[src/rtl/parity_uart_rx.sv]
// rtl/parity_uart_rx.sv - oversampling 8-bit UART receiver with parity and stop-bit checking
module parity_uart_rx #(
  parameter int CLKS_PER_BIT = 868,
  parameter bit PARITY_ODD   = 1'b0
) (
  input  logic       clk,
  input  logic       rst,
  input  logic       rx,
  output logic [7:0] data,
  output logic       valid,
  output logic       parity_err,
  output logic       frame_err,
  output logic       busy
);

  localparam int CW = (CLKS_PER_BIT > 1) ? $clog2(CLKS_PER_BIT) : 1;
  localparam logic [CW-1:0] CNT_LAST = CW'(CLKS_PER_BIT - 1);
  localparam logic [CW-1:0] CNT_HALF = CW'(CLKS_PER_BIT / 2 - 1);

  typedef enum logic [2:0] {
    S_IDLE, S_START, S_DATA, S_PARITY, S_STOP, S_BREAK
  } state_t;

  state_t          r_state;
  logic            r_rx_m;
  logic            r_rx_s;
  logic [CW-1:0]   r_cnt;
  logic [2:0]      r_idx;
  logic [7:0]      r_shift;
  logic            r_par;
  logic [7:0]      r_data;
  logic            r_valid;
  logic            r_parity_err;
  logic            r_frame_err;
  logic            r_busy;

  always_ff @(posedge clk) begin
    if (rst) begin
      r_state      <= S_IDLE;
      r_rx_m       <= 1'b1;
      r_rx_s       <= 1'b1;
      r_cnt        <= '0;
      r_idx        <= '0;
      r_shift      <= '0;
      r_par        <= 1'b0;
      r_data       <= '0;
      r_valid      <= 1'b0;
      r_parity_err <= 1'b0;
      r_frame_err  <= 1'b0;
      r_busy       <= 1'b0;
    end else begin
      r_rx_m  <= rx;
      r_rx_s  <= r_rx_m;
      r_valid <= 1'b0;
      case (r_state)
        S_IDLE: begin
          if (!r_rx_s) begin
            r_cnt   <= '0;
            r_state <= S_START;
            r_busy  <= 1'b1;
          end
        end
        // Re-check the start bit at its midpoint so short glitches are rejected.
        S_START: begin
          if (r_cnt == CNT_HALF) begin
            r_cnt <= '0;
            if (!r_rx_s) begin
              r_idx   <= '0;
              r_state <= S_DATA;
            end else begin
              r_state <= S_IDLE;
              r_busy  <= 1'b0;
            end
          end else begin
            r_cnt <= r_cnt + CW'(1);
          end
        end
        S_DATA: begin
          if (r_cnt == CNT_LAST) begin
            r_cnt          <= '0;
            r_shift[r_idx] <= r_rx_s;
            r_idx          <= r_idx + 3'd1;
            if (r_idx == 3'd7) r_state <= S_PARITY;
          end else begin
            r_cnt <= r_cnt + CW'(1);
          end
        end
        S_PARITY: begin
          if (r_cnt == CNT_LAST) begin
            r_cnt   <= '0;
            r_par   <= r_rx_s;
            r_state <= S_STOP;
          end else begin
            r_cnt <= r_cnt + CW'(1);
          end
        end
        // Results register on the stop sample edge; IDLE is live while valid pulses.
        S_STOP: begin
          if (r_cnt == CNT_LAST) begin
            r_cnt        <= '0;
            r_valid      <= 1'b1;
            r_data       <= r_shift;
            r_parity_err <= ((^r_shift) ^ r_par) != PARITY_ODD;
            r_frame_err  <= ~r_rx_s;
            if (r_rx_s) begin
              r_state <= S_IDLE;
              r_busy  <= 1'b0;
            end else begin
              r_state <= S_BREAK;
            end
          end else begin
            r_cnt <= r_cnt + CW'(1);
          end
        end
        S_BREAK: begin
          if (r_rx_s) begin
            r_state <= S_IDLE;
            r_busy  <= 1'b0;
          end
        end
        default: begin
          r_state <= S_IDLE;
          r_busy  <= 1'b0;
        end
      endcase
    end
  end

  assign data       = r_data;
  assign valid      = r_valid;
  assign parity_err = r_parity_err;
  assign frame_err  = r_frame_err;
  assign busy       = r_busy;

endmodule

[config.mk]
export PLATFORM = sky130hd
export DESIGN_NAME = parity_uart_rx
export DESIGN_NICKNAME = d
export VERILOG_FILES = /design/src/rtl/parity_uart_rx.sv
export SDC_FILE = /design/constraint.sdc
export NUM_CORES = 1
export LEC_CHECK = 0
export CORE_ASPECT_RATIO = 1.75
export CORE_MARGIN = 2
export CORE_UTILIZATION = 52
export DETAILED_ROUTE_END_ITERATION = 10
export GPL_TIMING_DRIVEN = 0
export PLACE_DENSITY = 0.75
export SLEW_MARGIN = 10
export SYNTH_ARGS = -nofsm -noshare
export SYNTH_HDL_FRONTEND = slang
export SYNTH_SLANG_ARGS = --single-unit
[constraint.sdc]
create_clock -name clk -period 2.1 [get_ports clk]
set_input_delay 0.63 -clock clk [delete_from_list [all_inputs] [get_ports clk]]
set_output_delay 0.63 -clock clk [all_outputs]
set_load 0.02 [all_outputs]
==> results_dict.tcl <==
set metrics [dict create \
    setup_tns_ps 0 \
    drtIter0Drc 50 \
    fin_ws_ps 41.2 \
    cp.arrival_ps 2240 \
    reg2reg_from "r_cnt[1]$_SDFFE_PP0P_" \
    drive_gt1_share_pct 20.4 \
    finalSetupViolations 0 \
    worst_pin_slew_ps 591 \
    crit_start "r_cnt[1]$_SDFFE_PP0P_" \
    timing.max_cap.violations 0 \
    place_hpwl_um 3350 \
    grt_pass1_vias 1617 \
    place.gp.congestion 0.849 \
    min_path_type "reg -> reg" \
    final_area_um2 2430 \
    post-route-drc-count 0 \
    timing.fmax_mhz 486 \
    status "completed" \
    p_leak_nw 0.843 \
    power_mw 1.31 \
    worst-path-max-fanout 6 \
    antenna_found_initial 0 \
    fin_util_pct 64.2 \
    rr_worst_depth 7 \
    dp_slack_ps -453 \
    ant_nets 0 \
    min_path_cells 1 \
    viasPerCell 5.84 \
    cp-start-kind "flip-flop" \
    hold_viol 0 \
    ys_seq_elements 39 \
    ys_warn_count 0 \
    skew_ps 7.93 \
    area_delta_synth_final_pct 20.1 \
    start_util_pct 53.5 \
    critPathCapture "r_shift[4]$_SDFFE_PP0P_" \
    vias 1771 \
    yosysUniqueCellTypes 49 \
    cts_max_level 2 \
    syn_area_um2 2030 \
    num_io_pins 15 \
    wl_um 4660 \
    n_antenna_cell 0 \
    min_period_ps 2060 \
    rsz0062_at_grt "yes" \
    report.final.slew_viol_count 0 \
    syn-num-nets 236 \
    rows 30 \
    io_buffer_count 14 \
    grt_pass1_wl_um 7250 \
    drtPass1Iterations 4 \
    slew_headroom_pct 60.3 \
    dieArea_um2 4430 \
    crit_type "reg -> reg" \
    async_flop_share_pct 0 \
    gr-total-overflow 0 \
    fin_crit_sh_pct 98.0 \
    layout.nets 261 \
    die_y_um 86.6 \
    cts_tree "built" \
    numCtsBuffers 5 \
    core-area_um2 3790 \
    synth_seq_area_share_pct 38.5 \
    place_area_um2 2230 \
    wl_per_cell_um 15.4 \
    worstPathRequired_ps 2280 \
    synthesis.instances 229 \
    die_w_um 51.2 \
    ff2ff_setup_slack_ps 40 \
    end_kind "flip-flop" \
    synth_ff_type "dfxtp_1" \
    synth_edf_count 0 \
    cts_buffer_depth 2 \
    cts_sinks 39 \
    reg2reg_to "r_shift[4]$_SDFFE_PP0P_" \
    grt_max_degree 14 \
    cts_hold_buf 0 \
    power_density_nw_per_um2 536 \
    syn_avg_cell_area_um2 8.85 \
    clk_pin_slew_ps 80 \
    vdd_drop_max_mv 0.541 \
    cts_root_buf "clkbuf_8" \
    grtUsageTotal_pct 22.0 \
    clock_latency_ps 300 \
]
==> how the worst min path moves through the flow <==
| stage | start | endpoint |
|---|---|---|
| 3_5_place_dp | r_rx_m$_SDFF_PP1_ | r_rx_s$_SDFF_PP1_ |
| 3_3_place_gp | r_rx_m$_SDFF_PP1_ | r_rx_s$_SDFF_PP1_ |
| 2_1_floorplan | r_rx_m$_SDFF_PP1_ | r_rx_s$_SDFF_PP1_ |
| 5_1_grt | r_rx_m$_SDFF_PP1_ | r_rx_s$_SDFF_PP1_ |
| 4_1_cts | r_rx_m$_SDFF_PP1_ | r_rx_s$_SDFF_PP1_ |
| 6_report | r_rx_m$_SDFF_PP1_ | r_rx_s$_SDFF_PP1_ |
==> stage by stage <==
stage	hold WS, ps	cells
floorplan	389	229
global placement	391	291
detailed placement	395	291
CTS	414	298
global route	423	303
finish	409	303
==> logic make-up after synthesis <==
group           after synthesis  share of synthesized area (%)
fa+ha+maj                     4                           2.47
flops                        39                           38.5
buf+inv                      18                           3.70
xor+xnor                      7                           3.70
mux                          20                           10.0
simple gates                101                           28.6
compound gates               40                           13.0
==> layout by cell type (no fill, tap or decap), drive strengths merged, types with 3 or more instances in the layout <==
| cell | count |
|---|---|
| ha | 4 |
| nor3 | 9 |
| clkbuf | 12 |
| nor4 | 7 |
| clkdlybuf4s50 | 14 |
| or3 | 3 |
| dfxtp | 39 |
| xnor2 | 5 |
| inv | 5 |
| a31oi | 4 |
| o21ai | 12 |
| nor3b | 3 |
| a22oi | 4 |
| buf | 10 |
| nor2 | 29 |
| or2 | 6 |
| nand3 | 8 |
| or3b | 3 |
| mux2i | 18 |
| a21oi | 6 |
| nand2 | 15 |
==> synthesized netlist by cell type, types with 2 or more instances <==
master	instances	area, um^2
nor2b_1	2	12.5
nor3_1	8	40.0
nand2_1	15	56.3
mux2i_1	18	180
xnor2_1	5	43.8
o21ai_0	11	55.1
nor4b_4	2	47.6
ha_1	4	50.1
nor3b_1	3	22.5
nand4_1	2	12.5
or3_1	3	18.8
nand4b_1	2	17.5
or2_2	6	37.5
dfxtp_1	39	781
a31oi_1	4	25.0
o41ai_1	2	17.5
nor4_1	6	37.5
or3b_2	2	17.5
buf_2	5	25.0
nand3_1	8	40.0
nand3b_1	2	15.0
a32oi_1	2	17.5
inv_1	5	18.8
a311oi_1	2	17.5
nand2b_1	2	12.5
nor2_1	29	109
a21oi_1	6	30.0
a22oi_1	4	30.0
clkbuf_1	7	26.3
mux2_2	2	22.5
a211oi_1	2	15.0
and2_1	2	12.5
==> final cells by class <==
class                           instances  area [um^2]
Buffer                                 12         61.3
Clock buffer                            5         68.8
Clock inverter                          3         20.0
Fill cell                             326         1360
Inverter                                5         18.8
Multi-Input combinational cell        172         1230
Sequential cell                        39          796
Tap cell                               48         60.1
Timing Repair Buffer                   19          178
==> layer usage <==
| layer | track usage, % | wire, um | vias to the layer above |
|---|---|---|---|
| met3 | 4.83 | 141 | 14 |
| met4 | 11.5 | 130 | 0 |
| li1 | - | - | 883 |
| met1 | 20.2 | 1750 | 842 |
| met2 | 42.6 | 2640 | 32 |
| met5 | 0 | 0 | - |
==> sequential cells by signal, indices dropped and copies added (netlist names), 3 cells and up <==
signal	count
data	8
r_idx	3
r_state	3
r_shift	8
r_cnt	10
==> worst max-delay path: stages (launching register included) <==
cell and delay, ps:
dfxtp_4 380, ha_4 160, nand4bb_1 140, buf_6 160
or4_4 580, nor4b_4 250, mux2i_1 220, nor2_1 50
==> power breakdown <==
part | internal (mW) | switching (mW)
logic | 0.0222 | 0.0344
clock network | 0.231 | 0.273
registers | 0.740 | 0.00525
total | 0.993 | 0.312
==> repair_timing <==
item / in CTS / in global routing
setup endpoints to repair: 24 / 15
pin swaps: 2 / 7
cloned: 0 / 0
resized for setup: 18 / 13
setup buffers: 0 / 5
No activity file was read; power rests on OpenSTA's default activity.
